--- config.mk ---
export PLATFORM = sky130hd
export DESIGN_NAME = mem_cfg_arbiter
export DESIGN_NICKNAME = d
export VERILOG_FILES = /design/src/rtl/mem_cfg_pkg.sv /design/src/rtl/rr_arbiter.sv /design/src/rtl/mem_cfg_arbiter.sv
export SDC_FILE = /design/constraint.sdc
export NUM_CORES = 1
export LEC_CHECK = 0
export ABC_CLOCK_PERIOD_IN_PS = 7720
export CAP_MARGIN = 15
export CELL_PAD_IN_SITES_DETAIL_PLACEMENT = 1
export CELL_PAD_IN_SITES_GLOBAL_PLACEMENT = 1
export CORE_MARGIN = 5
export CORE_UTILIZATION = 34
export CTS_CLUSTER_DIAMETER = 150
export DETAILED_ROUTE_END_ITERATION = 8
export PLACE_DENSITY_LB_ADDON = 0.1
export SYNTH_ARGS = -nofsm -noshare
export SYNTH_HDL_FRONTEND = slang
export SYNTH_SLANG_ARGS = --single-unit
export TNS_END_PERCENT = 5
--- constraint.sdc ---
create_clock -name clk -period 7.72 [get_ports clk]
set_input_delay 0.772 -clock clk [delete_from_list [all_inputs] [get_ports clk]]
set_output_delay 0.772 -clock clk [all_outputs]
set_load 0.05 [all_outputs]
--- src/rtl/mem_cfg_pkg.sv ---
// -----------------------------------------------------------------------------
// mem_cfg_pkg
// Shared definitions for the switch configuration-bus arbiter:
//   NUM_REQ / ADDR_W / DATA_W  - requester count and per-lane bus widths
//   TIMEOUT_DEFAULT            - default cycle budget waiting for mem_ack
//   state_t                    - arbiter FSM states (IDLE, BUS, RESP)
//   onehot_to_idx()            - one-hot grant vector to requester index
// -----------------------------------------------------------------------------
package mem_cfg_pkg;

  localparam int NUM_REQ         = 4;
  localparam int ADDR_W          = 8;
  localparam int DATA_W          = 8;
  localparam int TIMEOUT_DEFAULT = 16;
  localparam int GRANT_W         = $clog2(NUM_REQ);

  typedef enum logic [1:0] {
    IDLE = 2'd0,
    BUS  = 2'd1,
    RESP = 2'd2
  } state_t;

  function automatic logic [GRANT_W-1:0] onehot_to_idx(input logic [NUM_REQ-1:0] oh);
    logic [GRANT_W-1:0] idx;
    idx = '0;
    for (int i = 0; i < NUM_REQ; i++) begin
      if (oh[i]) idx = GRANT_W'(i);
    end
    return idx;
  endfunction

endpackage

--- src/rtl/rr_arbiter.sv ---
// -----------------------------------------------------------------------------
// rr_arbiter
// Combinational round-robin pick. The search begins one past the previous
// winner and wraps, so every requester is served within NUM_REQ grants.
// Ports:
//   req_i        - request vector
//   last_grant_i - index of the most recent winner
//   grant_o      - one-hot winner (all zero when no request)
// -----------------------------------------------------------------------------
module rr_arbiter
  import mem_cfg_pkg::*;
(
  input  logic [NUM_REQ-1:0] req_i,
  input  logic [GRANT_W-1:0] last_grant_i,
  output logic [NUM_REQ-1:0] grant_o
);

  logic               found;
  logic [GRANT_W-1:0] idx;

  always_comb begin
    grant_o = '0;
    found   = 1'b0;
    idx     = '0;
    // Index arithmetic wraps naturally at GRANT_W bits (NUM_REQ is a power of 2).
    for (int k = 1; k <= NUM_REQ; k++) begin
      idx = last_grant_i + GRANT_W'(k);
      if (!found && req_i[idx]) begin
        grant_o[idx] = 1'b1;
        found        = 1'b1;
      end
    end
  end

endmodule

--- src/rtl/mem_cfg_arbiter.sv ---
// -----------------------------------------------------------------------------
// mem_cfg_arbiter
// Arbitrates four requesters onto a single switch configuration bus.
//
// Handshake: a requester raises req[i] with its op/addr/data lanes and holds it
// until done[i] pulses for one cycle; rsp_rd_data/rsp_err are valid only in that
// cycle. On the bus side mem_sel_en stays high with constant addr/data/op until
// any mem_ack bit is sampled high or TIMEOUT cycles elapse; an ack arriving while
// mem_sel_en is low is ignored.
//
// Ports:
//   clk, rst                 - clock, synchronous active-high reset
//   req, req_wr_rd_s         - per-requester request and op (1=write)
//   req_addr, req_wr_data    - per-requester 8-bit lanes, lane i at [8i+7:8i]
//   done, rsp_rd_data, rsp_err - completion pulse and response
//   busy                     - FSM not in IDLE
//   mem_sel_en, mem_wr_rd_s, mem_addr, mem_wr_data - registered bus drive
//   mem_rd_data, mem_ack     - bus return
//   dbg_state                - current FSM state for observation
// -----------------------------------------------------------------------------
module mem_cfg_arbiter
  import mem_cfg_pkg::*;
#(
  parameter int TIMEOUT = TIMEOUT_DEFAULT
) (
  input  logic                      clk,
  input  logic                      rst,
  input  logic [NUM_REQ-1:0]        req,
  input  logic [NUM_REQ-1:0]        req_wr_rd_s,
  input  logic [NUM_REQ*ADDR_W-1:0] req_addr,
  input  logic [NUM_REQ*DATA_W-1:0] req_wr_data,
  output logic [NUM_REQ-1:0]        done,
  output logic [DATA_W-1:0]         rsp_rd_data,
  output logic                      rsp_err,
  output logic                      busy,
  output logic                      mem_sel_en,
  output logic                      mem_wr_rd_s,
  output logic [ADDR_W-1:0]         mem_addr,
  output logic [DATA_W-1:0]         mem_wr_data,
  input  logic [DATA_W-1:0]         mem_rd_data,
  input  logic [NUM_REQ-1:0]        mem_ack,
  output logic [1:0]                dbg_state
);

  localparam logic [7:0] TIMEOUT_CNT = 8'(TIMEOUT);
  localparam logic [NUM_REQ-1:0] ONE = {{(NUM_REQ-1){1'b0}}, 1'b1};

  state_t              state_q;
  logic [GRANT_W-1:0]  last_grant_q;
  logic [GRANT_W-1:0]  winner_q;
  logic [7:0]          cnt_q;
  logic                sel_q;
  logic                wr_q;
  logic [ADDR_W-1:0]   addr_q;
  logic [DATA_W-1:0]   wdata_q;
  logic [NUM_REQ-1:0]  done_q;
  logic [DATA_W-1:0]   rdata_q;
  logic                err_q;

  logic [NUM_REQ-1:0]  grant;
  logic [GRANT_W-1:0]  grant_idx;

  rr_arbiter u_rr (
    .req_i        (req),
    .last_grant_i (last_grant_q),
    .grant_o      (grant)
  );

  assign grant_idx = onehot_to_idx(grant);

  always_ff @(posedge clk) begin
    if (rst) begin
      state_q      <= IDLE;
      last_grant_q <= GRANT_W'(NUM_REQ - 1);  // first search starts at 0
      winner_q     <= '0;
      cnt_q        <= '0;
      sel_q        <= 1'b0;
      wr_q         <= 1'b0;
      addr_q       <= '0;
      wdata_q      <= '0;
      done_q       <= '0;
      rdata_q      <= '0;
      err_q        <= 1'b0;
    end else begin
      case (state_q)
        IDLE: begin
          if (|req) begin
            winner_q     <= grant_idx;
            last_grant_q <= grant_idx;
            wr_q         <= req_wr_rd_s[grant_idx];
            addr_q       <= req_addr[grant_idx*ADDR_W +: ADDR_W];
            wdata_q      <= req_wr_data[grant_idx*DATA_W +: DATA_W];
            sel_q        <= 1'b1;
            cnt_q        <= 8'd1;
            state_q      <= BUS;
          end
        end
        BUS: begin
          // Ack is tested first so an ack on the final allowed cycle wins.
          if (|mem_ack) begin
            sel_q   <= 1'b0;
            done_q  <= ONE << winner_q;
            err_q   <= 1'b0;
            rdata_q <= wr_q ? '0 : mem_rd_data;
            state_q <= RESP;
          end else if (cnt_q == TIMEOUT_CNT) begin
            sel_q   <= 1'b0;
            done_q  <= ONE << winner_q;
            err_q   <= 1'b1;
            rdata_q <= '0;
            state_q <= RESP;
          end else begin
            cnt_q <= cnt_q + 8'd1;
          end
        end
        RESP: begin
          // Single response cycle; requests are not sampled here.
          done_q  <= '0;
          err_q   <= 1'b0;
          rdata_q <= '0;
          cnt_q   <= '0;
          state_q <= IDLE;
        end
        default: state_q <= IDLE;
      endcase
    end
  end

  assign done        = done_q;
  assign rsp_rd_data = rdata_q;
  assign rsp_err     = err_q;
  assign busy        = (state_q != IDLE);
  assign mem_sel_en  = sel_q;
  assign mem_wr_rd_s = wr_q;
  assign mem_addr    = addr_q;
  assign mem_wr_data = wdata_q;
  assign dbg_state   = state_q;

endmodule

# ---- After elaboration in Yosys (flattened, before gate mapping)
# Index checks and enable logic that the tools add are counted.
dict set report op_classes {
  addsub 4
  n_lt_le_gt_ge 9
  n_eq_ne 7
  n_shift 3
  n_mux 50
  n_bitwise 3
  reduce_logical 22
}
# op count
set op_table {}
lappend op_table {{32-bit by 6-bit variable part select with 8-bit output} 2}
lappend op_table {{8-bit two-way mux} 6}
lappend op_table {{4-bit two-way mux} 6}
lappend op_table {{8-bit one-hot mux with 3 select lines} 1}
lappend op_table {{1-bit two-way mux} 18}
lappend op_table {{8-bit one-hot mux with 2 select lines} 1}
lappend op_table {{2-bit by 3-bit less-than comparator with 1-bit output, second input constant} 5}
lappend op_table {{4-bit bitwise OR} 3}
lappend op_table {{1-bit binary-select mux with 2-bit select} 5}
lappend op_table {{2-bit two-way mux} 5}
lappend op_table {{8-bit by 1-bit adder with 8-bit output, second input constant} 1}
lappend op_table {{1-bit demux with 2-bit select} 4}
lappend op_table {{8-bit by 5-bit == test with 1-bit output, second input constant} 1}
lappend op_table {{2-bit by 1-bit greater-or-equal comparator with 1-bit output, second input constant} 4}
lappend op_table {{4-bit one-hot mux with 2 select lines} 1}
lappend op_table {{4-bit OR reduction} 2}
lappend op_table {{1-bit logical AND} 7}
lappend op_table {{2-bit != test, second input constant} 3}
lappend op_table {{2-bit AND reduction} 3}
lappend op_table {{2-bit nonzero test} 3}
lappend op_table {{2-bit adder, second input constant} 2}
lappend op_table {{1-bit one-hot mux with 2 select lines} 2}
lappend op_table {{2-bit one-hot mux with 2 select lines} 1}
lappend op_table {{4-bit AND reduction} 1}
lappend op_table {{9 further kinds} 11}
dict set report word_totals {
  register_bits 45
  input_bits 86
  output_inout_bits 34
  elab_cells 109
}

# ---- Longest topological paths before layout
dict set report depth {
  word_depth 18
  depth_mapped 12
  ltp_nobuf 8
}

# ---- By module
# A second synthesis with hierarchy kept.
dict set report hier_totals {
  hier_cells 335
  hier_area_um2 2854.0
}
# module instances cells_per_inst area_per_inst_um2 seq_area_each_um2
set by_module_without_submodules {}
lappend by_module_without_submodules {mem_cfg_arbiter 1 297 2496.1 900.9}
lappend by_module_without_submodules {rr_arbiter 1 38 357.8 0.0}

# ---- Worst setup path after synthesis
# No wires, ideal clock.
dict set report synth_timing {
  path_type {input to register}
  start {in req[0]}
  end {reg addr_q[4], in the netlist mem_addr[4]}
  setup_time_ns 0.142
  t_arrival_ns 2.489
  required_ns 7.578
  path_slack_ns 5.090
  cell_stages 7
  path_buffers 1
  cell_sequence {mux4_2 -> a221o_1 -> a211oi_4 -> buf_4 -> nor3b_1 -> o21ai_1 -> a211oi_2}
}
dict set report synth_between {
  elab_chain_len 16
  elab_cells_between_ends 30
  classes_between {shift (1); mux (18); bitwise (3); reduce/logical (8)}
}
# item line_no
set synth_rtl {}
lappend synth_rtl {{from (decl)} mem_cfg_arbiter.sv:28} ;# input logic [NUM_REQ-1:0] req,
lappend synth_rtl {{1-bit binary-select mux with 2-bit select} rr_arbiter.sv:28} ;# if (!found && req_i[idx]) begin
lappend synth_rtl {{1-bit two-way mux (implied by the code)} rr_arbiter.sv:28}
lappend synth_rtl {{1-bit two-way mux} rr_arbiter.sv:28}
lappend synth_rtl {{1-bit zero test} rr_arbiter.sv:28}
lappend synth_rtl {{1-bit logical AND} rr_arbiter.sv:28}
lappend synth_rtl {{1-bit two-way mux} rr_arbiter.sv:28}
lappend synth_rtl {{1-bit zero test} rr_arbiter.sv:28}
lappend synth_rtl {{1-bit logical AND} rr_arbiter.sv:28}
lappend synth_rtl {{1-bit two-way mux} rr_arbiter.sv:28}
lappend synth_rtl {{1-bit zero test} rr_arbiter.sv:28}
lappend synth_rtl {{1-bit logical AND} rr_arbiter.sv:28}
lappend synth_rtl {{4-bit two-way mux} rr_arbiter.sv:28}
lappend synth_rtl {{1-bit two-way mux} mem_cfg_pkg.sv:27} ;# if (oh[i]) idx = GRANT_W'(i);
lappend synth_rtl {{2-bit two-way mux (2 in series)} mem_cfg_pkg.sv:27}
lappend synth_rtl {{32-bit by 6-bit variable part select with 8-bit output} mem_cfg_arbiter.sv:91} ;# addr_q <= req_addr[grant_idx*ADDR_W +: ADDR_W];
lappend synth_rtl {{to (signal assigned)} mem_cfg_arbiter.sv:91}
lappend synth_rtl {{to (decl)} mem_cfg_arbiter.sv:54} ;# logic [ADDR_W-1:0] addr_q;
# Several ways; a longest one is shown, not always the timed one. The select of a mux whose other input is x is not followed.
# A chain may end at the register's enable or synchronous reset.

# ---- Worst setup path in the final report
dict set report layout_timing {
  start {reg last_grant_q[1]}
  end {reg wdata_q[4], in the netlist mem_wr_data[4]}
}
dict set report layout_between {
  elab_chain_len 17
  elab_cells_between_ends 51
  classes_between {add/sub (3); order compare (8); shift (1); mux (26); bitwise (3); reduce/logical (10)}
}
# item line_no
set layout_rtl {}
lappend layout_rtl {{from (decl)} mem_cfg_arbiter.sv:49} ;# logic [GRANT_W-1:0] last_grant_q;
lappend layout_rtl {{from (signal assigned)} mem_cfg_arbiter.sv:74} ;# last_grant_q <= GRANT_W'(NUM_REQ - 1);
lappend layout_rtl {{from (signal assigned)} mem_cfg_arbiter.sv:89} ;# last_grant_q <= grant_idx;
lappend layout_rtl {{parallel branches: the longest is 12 deep, another holds 2-bit by 3-bit less-than comparator with 1-bit output} -}
lappend layout_rtl {{4-bit two-way mux *} rr_arbiter.sv:28}
lappend layout_rtl {{1-bit two-way mux} mem_cfg_pkg.sv:27}
lappend layout_rtl {{2-bit two-way mux} mem_cfg_pkg.sv:27}
lappend layout_rtl {{2-bit two-way mux *} mem_cfg_pkg.sv:27}
lappend layout_rtl {{32-bit by 6-bit variable part select with 8-bit output *} mem_cfg_arbiter.sv:92} ;# wdata_q <= req_wr_data[grant_idx*DATA_W +: DATA_W];
lappend layout_rtl {{to (signal assigned)} mem_cfg_arbiter.sv:92}
lappend layout_rtl {{to (decl)} mem_cfg_arbiter.sv:55} ;# logic [DATA_W-1:0] wdata_q;
# Mark *: on every way between the ends. The select of a mux whose other input is x is not followed.

==> results.yml <==
floorplan:
  die_x_microns: 103.7
  die_y_microns: 103.7
  rows: 34
  coreArea_sq_um: 8636
  dieArea_sq_um: 10750
  pin_count: 120
  initial_utilization_pct: 34.56
outcome:
  outcome: "complete, no violations"
global_route:
  grt_pass1_vias: 3047
  grt_max_degree: 43
  grt_pass1_wl_mm: 15.90
  grt_use_total_pct: 17.78
  grt_remaining_overflow: 0
  antenna_found_initial: 0
timing:
  setup_tns_ns: 0
  final_max_slew_viol_count: 0
  fin_crit_sh_pct: 43.81
  rsz0062_at_grt: "false"
  fin_skew_ns: 0.007919
  worstMarginPinSlew_ns: 1.047
  setup_viol: 0
  fin_crit_ns: 3.382
  max_slew_margin_pct: 28.70
  hold_viol: 0
  max_freq_mhz: 295.7
  worst_slack_ns: 4.338
power:
  swShare_pct: 49.06
  ir_worst_vdd_mv: 0.3029
  switchingPower_mw: 0.7559
  p_clk_share_pct: 12.5
  leakage_nw: 1.677
  pwr-share-comb_pct: 65.7
  power.internal_mw: 0.7850
  power_mw: 1.541
  p_per_area_nw_per_um2: 356.4
  p_seq_share_pct: 21.9
detailed_routing:
  postRouteWirelength_mm: 9.806
  drt_iter0_markers: 91
  drt_pass1_iterations: 4
  wl_per_cell_microns: 17.08
  num_vias: 2957
  viasPerCell: 5.152
  drc: 0
  postRouteAntennaNets: 0
setup_path:
  crit_path_max_fanout: 18
  endpoint_kind: "flip-flop"
  crit_buf_inv: 1
  endpoint: "mem_wr_data[4]$_SDFFE_PP0P_"
  crit_arrival_ns: 3.59
  path_depth: 8
  cpLargestDelayFamily: "compound AO/OA/AOI/OAI gates"
  crit_chain: "inv_1, ha_1, mux4_2, a221o_1, a221oi_2, and3_1, o21ai_0, a211oi_1"
  crit_slowest_cell: "and3_1"
  cp.required_ns: 7.93
  worstReg2RegStart: "last_grant_q[1]$_SDFFE_PP1P_"
  reg2reg_to: "mem_wr_data[4]$_SDFFE_PP0P_"
  startpoint_type: "flip-flop"
  regToRegSetupSlack_ns: 4.34
  reg2regPathDepth: 8
  crit_type: "reg -> reg"
  max_stage_delay_ns: 0.66
  crit_start: "last_grant_q[1]$_SDFFE_PP1P_"
clock_network:
  holdBufCountCts: 0
  clock-sinks: 45
  cts_resized: 0
  clock_latency_ns: 0.30
  clk_transition_reported_paths_ns: 0.09
  post-cts-setup-buffers: 0
  root_buffer: "clkbuf_8"
  clockBufferDepth: 2
  htreeDepth: 2
  cts_tree: "done"
  numCtsBuffers: 5
synth:
  ys.flop_type: "dfxtp_1"
  yosysTopAreaCell: "dfxtp_1"
  yosysSeqAreaShare_pct: 30.19
  synth_edf_count: 0
  synth_nets: 460
  synth_area_per_cell_sq_um: 8.266
  syn_area_sq_um: 2984
  synthTopCellsByArea: "dfxtp_1, o221a_2, inv_1, a211oi_2, ha_1"
  synth_simple_gate_area_share_pct: 20.34
  synth.distinct_cells: 45
  muxShareOfSynthArea_pct: 3.354
  postSynthCellCount: 361
  ys_ff_latch: 45
  postSynth.asyncResetShare_pct: 0
  synth_fa_ha_area_share_pct: 5.451
  synth_top_family_by_area: "compound AO/OA/AOI/OAI gates"
  yosys-top-cells-count: "dfxtp_1, inv_1, nor2_1"
  synth_compound_area_share_pct: 28.76
  synth_xor_area_share_pct: 1.761
  yosys_warnings: 0
  synthMostInstantiatedCell: "dfxtp_1"
  synth_top_area_share_pct: 30.19
layout:
  areaGrowthSynthToFinish_pct: 44.86
  nets: 564
  drive_gt1_share_pct: 11.37
  fin_cells: 574
  diodes: 0
  design_area_sq_um: 4323
flow_run:
  maxCapViolations: 0
worst_hold_path:
  min_path_type: "reg -> reg"
place:
  gp_congestion: 0.7503
  portBuffers: 119
  hpwl_mm: 7.153
  pre_cts_slack_ns: 4.048
  dpl.cell_count: 565
  dpl-instance-area_sq_um: 4195
-- sequential cells by signal, summed over array words and instances (netlist names) --
signal and cells:
rsp_rd_data 8, mem_wr_rd_s 1, rsp_err 1, cnt_q 8
mem_wr_data 8, mem_addr 8, winner_q 2, done 4
dbg_state 2, mem_sel_en 1, last_grant_q 2
-- power groups by stage --
stage | Clock, mW | Combinational (mW) | Sequential (mW)
4_1_cts | 0.199 | 1.02 | 0.338
6_report | 0.192 | 1.01 | 0.337
5_1_grt | 0.209 | 1.10 | 0.347
2_1_floorplan | 0 | 0.619 | 0.493
3_5_place_dp | 0 | 1.02 | 0.344
3_3_place_gp | 0 | 0.992 | 0.341
-- cells in the final DEF, fill, tap and decap left out, drive strengths merged, types with 2 or more instances in the layout --
cell type,instances
nand2,22
clkbuf,7
clkdlybuf4s50,118
o21a,18
nand3,11
xor2,6
and2,6
nand4,5
o21bai,3
nor2b,2
a31o,2
and3,4
mux4,3
mux2,2
a211oi,21
a221o,2
nor3,3
dfxtp,45
o21ai,20
ha,13
nor2,38
inv,44
a21oi,19
nor3b,19
nand3b,2
a221oi,2
buf,2
o221a,17
-- final cells by class --
class | count | area [sq um]
Clock buffer | 6 | 82.58
Clock inverter | 2 | 37.54
Fill cell | 1028 | 4313
Inverter | 44 | 165.2
Multi-Input combinational cell | 248 | 1800
Sequential cell | 45 | 900.9
Tap cell | 108 | 135.1
Timing Repair Buffer | 121 | 1201
-- worst min-delay path by stage --
stage,start,end,cells past startpoint
CTS,rsp_rd_data[4]$_SDFFE_PP0P_,rsp_rd_data[4]$_SDFFE_PP0P_,2
global placement,rsp_rd_data[2]$_SDFFE_PP0P_,rsp_rd_data[2]$_SDFFE_PP0P_,2
detailed placement,rsp_rd_data[4]$_SDFFE_PP0P_,rsp_rd_data[4]$_SDFFE_PP0P_,2
finish,rsp_rd_data[4]$_SDFFE_PP0P_,rsp_rd_data[4]$_SDFFE_PP0P_,2
floorplan,winner_q[0]$_SDFFE_PP0P_,done[1]$_SDFFE_PP0P_,2
global route,rsp_rd_data[0]$_SDFFE_PP0P_,rsp_rd_data[0]$_SDFFE_PP0P_,2
-- stage by stage --
stage,utilization [%],hold slack (ns)
finish,50.06,0.4552
global route,50.06,0.4723
global placement,48.58,0.4390
detailed placement,48.58,0.4472
floorplan,-,0.4751
CTS,49.97,0.4611
-- metal layers --
metal  GRT usage [%]  wire length (microns)
met1           22.47                   4597
met2           30.78                   4713
met3           4.291                    420
met4           3.515                     75
met5               0                      0
-- tightest hold or removal path: cells and delay by family (launching register included) --
family	cells	cell delay, ns
flip-flops	1	0.32
AND/OR/NAND/NOR	1	0.05
AO/OA/AOI/OAI	1	0.05
-- cells by family after synthesis --
logic type / count (synthesis)
flops: 45
mux: 6
fa+ha+maj: 13
simple gates: 117
buf+inv: 68
compound gates: 106
xor+xnor: 6
No activity file was read; power rests on OpenSTA's default activity.
